===== src/rtl/can_tx_frame_serializer.sv =====
// rtl/can_tx_frame_serializer.sv - CAN base-format frame transmitter with bit stuffing, CRC-15 and bus monitoring
module can_tx_frame_serializer #(
    parameter int MAX_DATA_BYTES = 8
) (
    input  logic        clk_i,
    input  logic        rst_i,
    input  logic        reset_mode_i,
    input  logic        tx_point_i,
    input  logic        sample_point_i,
    input  logic        rx_bit_i,
    input  logic        bus_idle_i,
    input  logic        tx_request_i,
    input  logic [10:0] id_i,
    input  logic        rtr_i,
    input  logic [3:0]  dlc_i,
    input  logic [63:0] data_i,
    output logic        tx_o,
    output logic        tx_busy_o,
    output logic        go_oc_transmitting_o,
    output logic        go_oc_receiving_o,
    output logic        tx_done_o,
    output logic        arb_lost_o,
    output logic        bit_error_o,
    output logic        ack_error_o
);
    typedef enum logic [2:0] {
        S_IDLE, S_STUFFED, S_CRC_DELIM, S_ACK_SLOT, S_ACK_DELIM, S_EOF
    } state_t;

    localparam logic [3:0]  MAX_DLC  = 4'(MAX_DATA_BYTES);
    localparam logic [14:0] CRC_POLY = 15'h4599;

    state_t      state, state_n;
    // Every unstuffed bit after SOF up to the last data bit; the next one sits at the MSB.
    logic [81:0] frame_sr, frame_sr_n;
    logic        rtr_q, rtr_n;
    logic [3:0]  dlc_q, dlc_n;
    logic [14:0] crc_q, crc_n;
    logic [6:0]  idx_q, idx_n;
    logic [2:0]  run_q, run_n;
    logic        stuff_q, stuff_n;
    logic [2:0]  eof_q, eof_n;
    logic        tx_n, go_tx_n, go_rx_n, done_n, arb_n, berr_n, aerr_n;

    logic [3:0]  dlc_eff;
    logic [6:0]  crc_first, crc_last, nidx;
    logic        nbit, in_arb, arst;

    assign arst      = rst_i | reset_mode_i;
    assign dlc_eff   = (dlc_q > MAX_DLC) ? MAX_DLC : dlc_q;
    assign crc_first = rtr_q ? 7'd19 : 7'd19 + {dlc_eff, 3'b000};
    assign crc_last  = crc_first + 7'd14;
    assign nidx      = idx_q + 7'd1;
    assign nbit      = (nidx < crc_first) ? frame_sr[81] : crc_q[14];
    // idx_q is the last unstuffed bit driven; a stuff bit after the RTR bit is outside arbitration.
    assign in_arb    = (idx_q != 7'd0) && (stuff_q ? (idx_q <= 7'd11) : (idx_q <= 7'd12));
    assign tx_busy_o = (state != S_IDLE);

    function automatic logic [14:0] crc_step(input logic [14:0] crc, input logic b);
        logic fb;
        fb = b ^ crc[14];
        return {crc[13:0], 1'b0} ^ (fb ? CRC_POLY : 15'd0);
    endfunction

    always_ff @(posedge clk_i or posedge arst) begin
        if (arst) begin
            state                <= S_IDLE;
            tx_o                 <= 1'b1;
            frame_sr             <= '0;
            rtr_q                <= 1'b0;
            dlc_q                <= '0;
            crc_q                <= '0;
            idx_q                <= '0;
            run_q                <= '0;
            stuff_q              <= 1'b0;
            eof_q                <= '0;
            go_oc_transmitting_o <= 1'b0;
            go_oc_receiving_o    <= 1'b0;
            tx_done_o            <= 1'b0;
            arb_lost_o           <= 1'b0;
            bit_error_o          <= 1'b0;
            ack_error_o          <= 1'b0;
        end else begin
            state                <= state_n;
            tx_o                 <= tx_n;
            frame_sr             <= frame_sr_n;
            rtr_q                <= rtr_n;
            dlc_q                <= dlc_n;
            crc_q                <= crc_n;
            idx_q                <= idx_n;
            run_q                <= run_n;
            stuff_q              <= stuff_n;
            eof_q                <= eof_n;
            go_oc_transmitting_o <= go_tx_n;
            go_oc_receiving_o    <= go_rx_n;
            tx_done_o            <= done_n;
            arb_lost_o           <= arb_n;
            bit_error_o          <= berr_n;
            ack_error_o          <= aerr_n;
        end
    end

    always_comb begin
        state_n    = state;
        tx_n       = tx_o;
        frame_sr_n = frame_sr;
        rtr_n      = rtr_q;
        dlc_n      = dlc_q;
        crc_n      = crc_q;
        idx_n      = idx_q;
        run_n      = run_q;
        stuff_n    = stuff_q;
        eof_n      = eof_q;
        go_tx_n    = 1'b0;
        go_rx_n    = 1'b0;
        done_n     = 1'b0;
        arb_n      = 1'b0;
        berr_n     = 1'b0;
        aerr_n     = 1'b0;
        case (state)
            S_IDLE: begin
                if (tx_point_i && tx_request_i && bus_idle_i) begin
                    state_n    = S_STUFFED;
                    tx_n       = 1'b0;
                    go_tx_n    = 1'b1;
                    frame_sr_n = {id_i, rtr_i, 2'b00, dlc_i, data_i};
                    rtr_n      = rtr_i;
                    dlc_n      = dlc_i;
                    crc_n      = '0;  // a dominant SOF leaves the zero seed unchanged
                    idx_n      = '0;
                    run_n      = 3'd1;
                    stuff_n    = 1'b0;
                end
            end
            S_STUFFED: begin
                // The sample of the current bit is judged before any advance in the same cycle.
                if (sample_point_i && (rx_bit_i != tx_o)) begin
                    state_n = S_IDLE;
                    tx_n    = 1'b1;
                    if (in_arb && tx_o) begin
                        arb_n   = 1'b1;
                        go_rx_n = 1'b1;
                    end else begin
                        berr_n = 1'b1;
                    end
                end else if (tx_point_i) begin
                    if (run_q == 3'd5) begin
                        tx_n    = ~tx_o;
                        run_n   = 3'd1;
                        stuff_n = 1'b1;
                    end else if (idx_q == crc_last) begin
                        state_n = S_CRC_DELIM;
                        tx_n    = 1'b1;
                    end else begin
                        tx_n    = nbit;
                        idx_n   = nidx;
                        stuff_n = 1'b0;
                        run_n   = (nbit == tx_o) ? run_q + 3'd1 : 3'd1;
                        if (nidx < crc_first) begin
                            frame_sr_n = {frame_sr[80:0], 1'b0};
                            crc_n      = crc_step(crc_q, nbit);
                        end else begin
                            crc_n = {crc_q[13:0], 1'b0};
                        end
                    end
                end
            end
            S_CRC_DELIM: begin
                if (sample_point_i) begin
                    if (!rx_bit_i) begin
                        state_n = S_IDLE;
                        berr_n  = 1'b1;
                    end else begin
                        state_n = S_ACK_SLOT;
                    end
                end
            end
            S_ACK_SLOT: begin
                if (sample_point_i) begin
                    if (rx_bit_i) begin
                        state_n = S_IDLE;
                        aerr_n  = 1'b1;
                    end else begin
                        state_n = S_ACK_DELIM;
                    end
                end
            end
            S_ACK_DELIM: begin
                if (sample_point_i) begin
                    if (!rx_bit_i) begin
                        state_n = S_IDLE;
                        berr_n  = 1'b1;
                    end else begin
                        state_n = S_EOF;
                        eof_n   = '0;
                    end
                end
            end
            S_EOF: begin
                if (sample_point_i) begin
                    if (!rx_bit_i) begin
                        state_n = S_IDLE;
                        berr_n  = 1'b1;
                    end else if (eof_q == 3'd6) begin
                        state_n = S_IDLE;
                        done_n  = 1'b1;
                    end else begin
                        eof_n = eof_q + 3'd1;
                    end
                end
            end
            default: state_n = S_IDLE;
        endcase
    end
endmodule

===== config.mk =====
export PLATFORM = sky130hd
export DESIGN_NAME = can_tx_frame_serializer
export DESIGN_NICKNAME = d
export VERILOG_FILES = /design/src/rtl/can_tx_frame_serializer.sv
export SDC_FILE = /design/constraint.sdc
export NUM_CORES = 1
export LEC_CHECK = 0
export BUFFER_PORTS_ARGS = -buffer_cell sky130_fd_sc_hd__buf_2
export CAP_MARGIN = 20
export CORE_MARGIN = 2
export CORE_UTILIZATION = 25
export CTS_BUF_LIST = sky130_fd_sc_hd__clkbuf_2
export CTS_CLUSTER_SIZE = 10
export DETAILED_ROUTE_END_ITERATION = 8
export PLACE_DENSITY_LB_ADDON = 0.15
export SLEW_MARGIN = 20
export SYNTH_ARGS = -nofsm -noshare
export SYNTH_HDL_FRONTEND = slang
export SYNTH_SLANG_ARGS = --single-unit

===== constraint.sdc =====
create_clock -name clk_i -period 21.6 [get_ports clk_i]
set_clock_uncertainty 0.15 [all_clocks]
set_input_delay 0 -clock clk_i [delete_from_list [all_inputs] [get_ports clk_i]]
set_output_delay 0 -clock clk_i [all_outputs]
set_load 0.005 [all_outputs]

# Yosys cells after proc, flatten, opt, wreduce, memory -nomap -nowiden
# Index checks and enable logic that the tools add are counted.
[totals] reg_bits=125 in_bits=88 out_inout_bits=8 elab_cells=154
[classes] addsub=5 order_cmp=4 n_eq_ne=28 mux=80 n_bitwise=4 reduce_logical=18
[op_table] cell="$mux 82" n=6
[op_table] cell="$pmux 82 s2" n=1
[op_table] cell="$mux 15" n=7
[op_table] cell="$mux 3" n=23
[op_table] cell="$mux 7" n=6
[op_table] cell="$pmux 15 s2" n=1
[op_table] cell="$mux 1" n=27
[op_table] cell="$ne 2x2->1 const B" n=13
[op_table] cell="$pmux 3 s6" n=1
[op_table] cell="$ne 3x3->1 const B" n=5
[op_table] cell="$xor 15x15->15" n=1
[op_table] cell="$le 7x4->1 const B" n=2
[op_table] cell="$pmux 7 s2" n=1
[op_table] cell="$eq 3x3->1 const B" n=4
[op_table] cell="$pmux 3 s2" n=2
[op_table] cell="$reduce_and 6->1" n=2
[op_table] cell="$reduce_and 9->1" n=1
[op_table] cell="$add 5x7->7 const A" n=1
[op_table] cell="$add 7x1->7 const B" n=1
[op_table] cell="$add 7x4->7 const B" n=1
[op_table] cell="$eq 7x7->1" n=1
[op_table] cell="$lt 7x7->1" n=1
[op_table] cell="$reduce_and 7->1" n=1
[op_table] cell="$reduce_bool 7->1" n=1
[op_table] cell="20 further kinds" n=29

# Longest topological paths before layout
[logic_depth] word_depth=15 mapped_depth=13 mapped_depth_nobuf=12

# Worst setup path after synthesis
# OpenSTA, ideal clock, no wires.
[synth_path] kind="reg2reg" from="register idx_q[0]" to="register frame_sr[28]" setup_ns=0.128 arrival_time_ns=2.923 path_slack_ns=18.400 path_stages_with_launch=13 n_path_buf=1 synth_period_minus_slack_ns=3.200 path_cell_list="dfrtp_1 -> ha_1 -> and3_1 -> nand3_1 -> xnor2_1 -> ha_1 -> a21oi_1 -> o21ai_0 -> nor2_1 -> o211ai_1 -> a21oi_4 -> buf_4 -> mux2_1"
[synth_between] elab_chain_len=4 elab_cells_between_ends=6 cone_classes="add/sub (1); order compare (1); eq/ne (3); reduce/logical (1)"
[synth_rtl] element="from (decl)" line="39" source="logic [6:0] idx_q, idx_n;"
[synth_rtl] element="from (signal assigned)" line="90" source="idx_q <= idx_n;"
[synth_rtl] element="$add 7x1->7" line="53" source="assign nidx = idx_q + 7'd1;"
[synth_rtl] element="$lt 7x7->1" line="159" source="if (nidx < crc_first) begin"
[synth_rtl] element="$ne 2x2->1 (no source line)"
[synth_rtl] element="$reduce_and 7->1 (no source line) *"
[synth_rtl] element="to (signal assigned)" line="86" source="frame_sr <= frame_sr_n;"
[synth_rtl] element="to (decl)" line="35" source="logic [81:0] frame_sr, frame_sr_n;"
# Mark *: on every way between the ends. The rest lies on a longest branch, timed or not.
# A chain may end at the register's enable or synchronous reset.

# Final worst setup path
[layout_path] from="register idx_q[0]" to="register frame_sr[27]"
# Same word-level chain as after synthesis.

==> results by group <==
Global route
  • Gr usage total: 13.2%
  • Initial antenna violation count: 1
  • Overflow after GRT: 0
  • Vias in the first global route: 6170
  • Largest net degree at the start of global routing: slightly above 90
  • Global-route wire length before repair: around 30 mm

Worst setup path
  • Slowest cell on crit path: buf_4
  • Worst stage delay on the critical path: between 0.8 and 0.9 ns
  • Most used cell, CP: ha_1
  • Worst Path Required: between 20 and 25 ns
  • Chain of cells forming the critical path: ha_1, and3_1, nand3_1, xnor2_1, ha_1, a21oi_1, o21ai_0, nor2_1, o211ai_1, a21oi_4, buf_4, mux2_2
  • Worst Setup Start Kind: flop
  • Max FO, Critical Path: between 70 and 80
  • CP top delay family: compound AO/OA/AOI/OAI gates
  • Element type at the critical path end: flop
  • Critical path class: reg -> reg
  • Worst Path Buf+Inv: 1
  • CP arrival: roughly 4.8 ns

Yosys
  • Top-count cell post-synth: nand2_1
  • Ys Warns: 0
  • Post-synth cell types: 53
  • Synthesis-stage register bit count: roughly 130
  • Synth cell count leaders: nand2_1 (280), dfrtp_1 (124), mux2_1 (77), nand3_1 (29), clkbuf_1 (28)
  • Synth Net Count: around 830
  • Post-synth EDFFs: 0
  • Yosys top cell by area: dfrtp_1
  • Post-synthesis average cell area: around 9.1 um^2
  • Seq/Total Area, Yosys: between 40% and 50%
  • Post-Syn Area: approximately 6600 um^2
  • Synth area leaders: dfrtp_1 (47%), nand2_1 (16%), mux2_1 (13%)
  • Top FF cell, synth: dfrtp_1
  • Ys async rst share: 100%
  • Cells after Synth: ~720
  • Post-synth top area share: a little under half

Clocking
  • Worst-Skew Late Latency: ~0.70 ns
  • Clock transition at path regs: 0.24 ns
  • Post-CTS Setup Repair Bufs: 0
  • CTS Sinks: approximately 130
  • Inserted Clock Buffers: 17
  • Clk buf depth: 2
  • Hold Buf Count CTS: 180
  • H-tree depth: 4
  • CTS Root Cell: clkbuf_2
  • CTS tree: yes
  • Post-cts sizing count: 0

Final layout
  • Ratio of cells with drive above 1 in the final layout: 14.9%
  • Fin area: between 9000 and 10000 um^2
  • Layout net count: around 1100
  • Area grow syn2layout: 42.4%

Floorplan
  • Core area: roughly 26000 um^2
  • # IOs: 96
  • Full die area: 27800 um^2
  • Chip Height: about 170 um
  • Die width: 167 um
  • Initial Utilization: about a quarter
  • Row count: a little under 60

Timing
  • Setup_tns: 0 ns
  • Period Utilization, post-route: approximately a fifth
  • Final hold slack: between 0.09 and 0.1 ns
  • Hold Fails Final Rpt: 0
  • Final setup violation count: 0
  • Slew @ Worst Pin: 0.991 ns
  • Rel. slew slack: approximately a third
  • Fmax: ~230 MHz
  • Max-slew violations: 0
  • RSZ-0062 raised after global routing: no
  • Final min period: between 4 and 5 ns

Route
  • Vias: roughly 5800
  • Iter 0 DRT Violations: approximately 240
  • Routed WL per cell: 13.3 um
  • Post-route ant nets: 0
  • Post-DR vias/cell: between 4 and 5
  • Post-detailed-routing wire length: approximately 18 mm
  • First-pass detailed-route iteration total: 4
  • DR DRC count: 0

Placed design
  • Area after DPL: 7350 um^2
  • HPWL after DPL: 10.2 mm
  • IO buf count: 95
  • RD Place Congestion: roughly 0.73

Run
  • Count of max-cap constraint violations: 0

Status
  • Outcome: finished clean

Power
  • Max VDD drop: between 70 and 80 uV
  • Leakage: 4.64 nW
  • Cell Pwr Density: approximately 120 nW/um^2

Min path
  • HP Class: in -> reg
-- layer usage --
layer  global-route usage [%]  share of wire (%)
met4                     2.81               0.76
met2                     22.7                 48
met1                     16.9                 48
met5                        0                  0
met3                     3.14                3.5
-- placed cells by master, fill, tap and decap left out, types with 2 or more instances in the layout --
cell           instances
clkinv_4               2
nor3_1                 6
buf_4                  6
o21ai_0               12
xnor2_1               14
a21o_1                 5
nor2b_1                4
a21oi_1               11
ha_1                  13
xor2_1                 3
a31o_2                 2
mux2i_1                3
nand3_1               29
nand3b_1               2
o2111ai_1              2
dlygate4sd3_1        179
a31oi_1                3
mux2_1                77
inv_6                  7
nand2b_1               6
nand2_1              279
bufinv_16              2
mux2_2                 4
dfrtp_1              124
nor2_1                16
o22ai_1                2
and3_1                 7
o21a_1                 2
clkbuf_2              18
o211ai_1               3
o2bb2ai_1              3
o31ai_1                9
inv_1                 17
buf_2                 95
-- flip-flops by register name (all words and copies together), names as in the netlist --
signal	cells
tx_o	1
go_oc_transmitting_o	1
crc_q	15
frame_sr	82
stuff_q	1
bit_error_o	1
dlc_q	4
eof_q	3
run_q	3
ack_error_o	1
rtr_q	1
tx_done_o	1
arb_lost_o	1
idx_q	7
state	3
-- tightest hold or removal path, cell delays in order --
cell	delay [ns]
dlygate4sd3_1	0.52
buf_2	0.13
nand2_1	0.05
nand2_1	0.05
mux2_1	0.12
-- through the flow --
step                cells  worst slack [ns]  power, W  utilization, %
finish               1331             17.32   0.00113            36.2
CTS                  1330             17.28   0.00115            36.2
global placement     1118             17.33  0.000950            28.3
detailed placement   1118             17.24  0.000954            28.3
floorplan             724             14.07  0.000832               -
global route         1331             16.88   0.00125            36.2
-- cells by family after synthesis --
family	after synthesis	synth area share (%)
and+or+nand+nor	362	22.7
DFF	125	47.3
muxes	84	14.3
AOI/OAI and AO/OA	63	6.68
buffers and inverters	60	4.37
xor gates and xnor gates	17	2.25
adders and majority gates	13	2.46
-- final cells by class --
type	count	area (um^2)
antenna	1	2.50
clock buffer	18	90.1
clock inverter	14	155
fill	2680	16600
inverter	18	67.6
multi-input combinational	539	3210
sequential	125	3130
tap	335	419
timing repair buffer	281	2340
-- worst paths after layout --
kind	slack, ns	cells after the start	from	end
setup / recovery	17.32	12	idx_q[0]$_DFFE_PP0P_	frame_sr[27]$_DFFE_PP0P_
hold / removal	0.1	5	dlc_i[2]	frame_sr[66]$_DFFE_PP0P_
setup reg to reg	17.32	12	idx_q[0]$_DFFE_PP0P_	frame_sr[27]$_DFFE_PP0P_
hold reg to reg	0.30	2	crc_q[4]$_DFFE_PP0P_	crc_q[5]$_DFFE_PP0P_
max in group asynchronous	19.41	7	rst_i	idx_q[6]$_DFFE_PP0P_
min in group asynchronous	0.42	6	reset_mode_i	frame_sr[41]$_DFFE_PP0P_
-- where the power goes --
group	total, W	internal (W)	switching [W]
Sequential	0.000408	0.000341	0.0000673
Combinational	0.000562	0.000248	0.000314
Clock	0.000158	0.0000560	0.000102
Note: power is estimated with default switching activity, not from simulation.
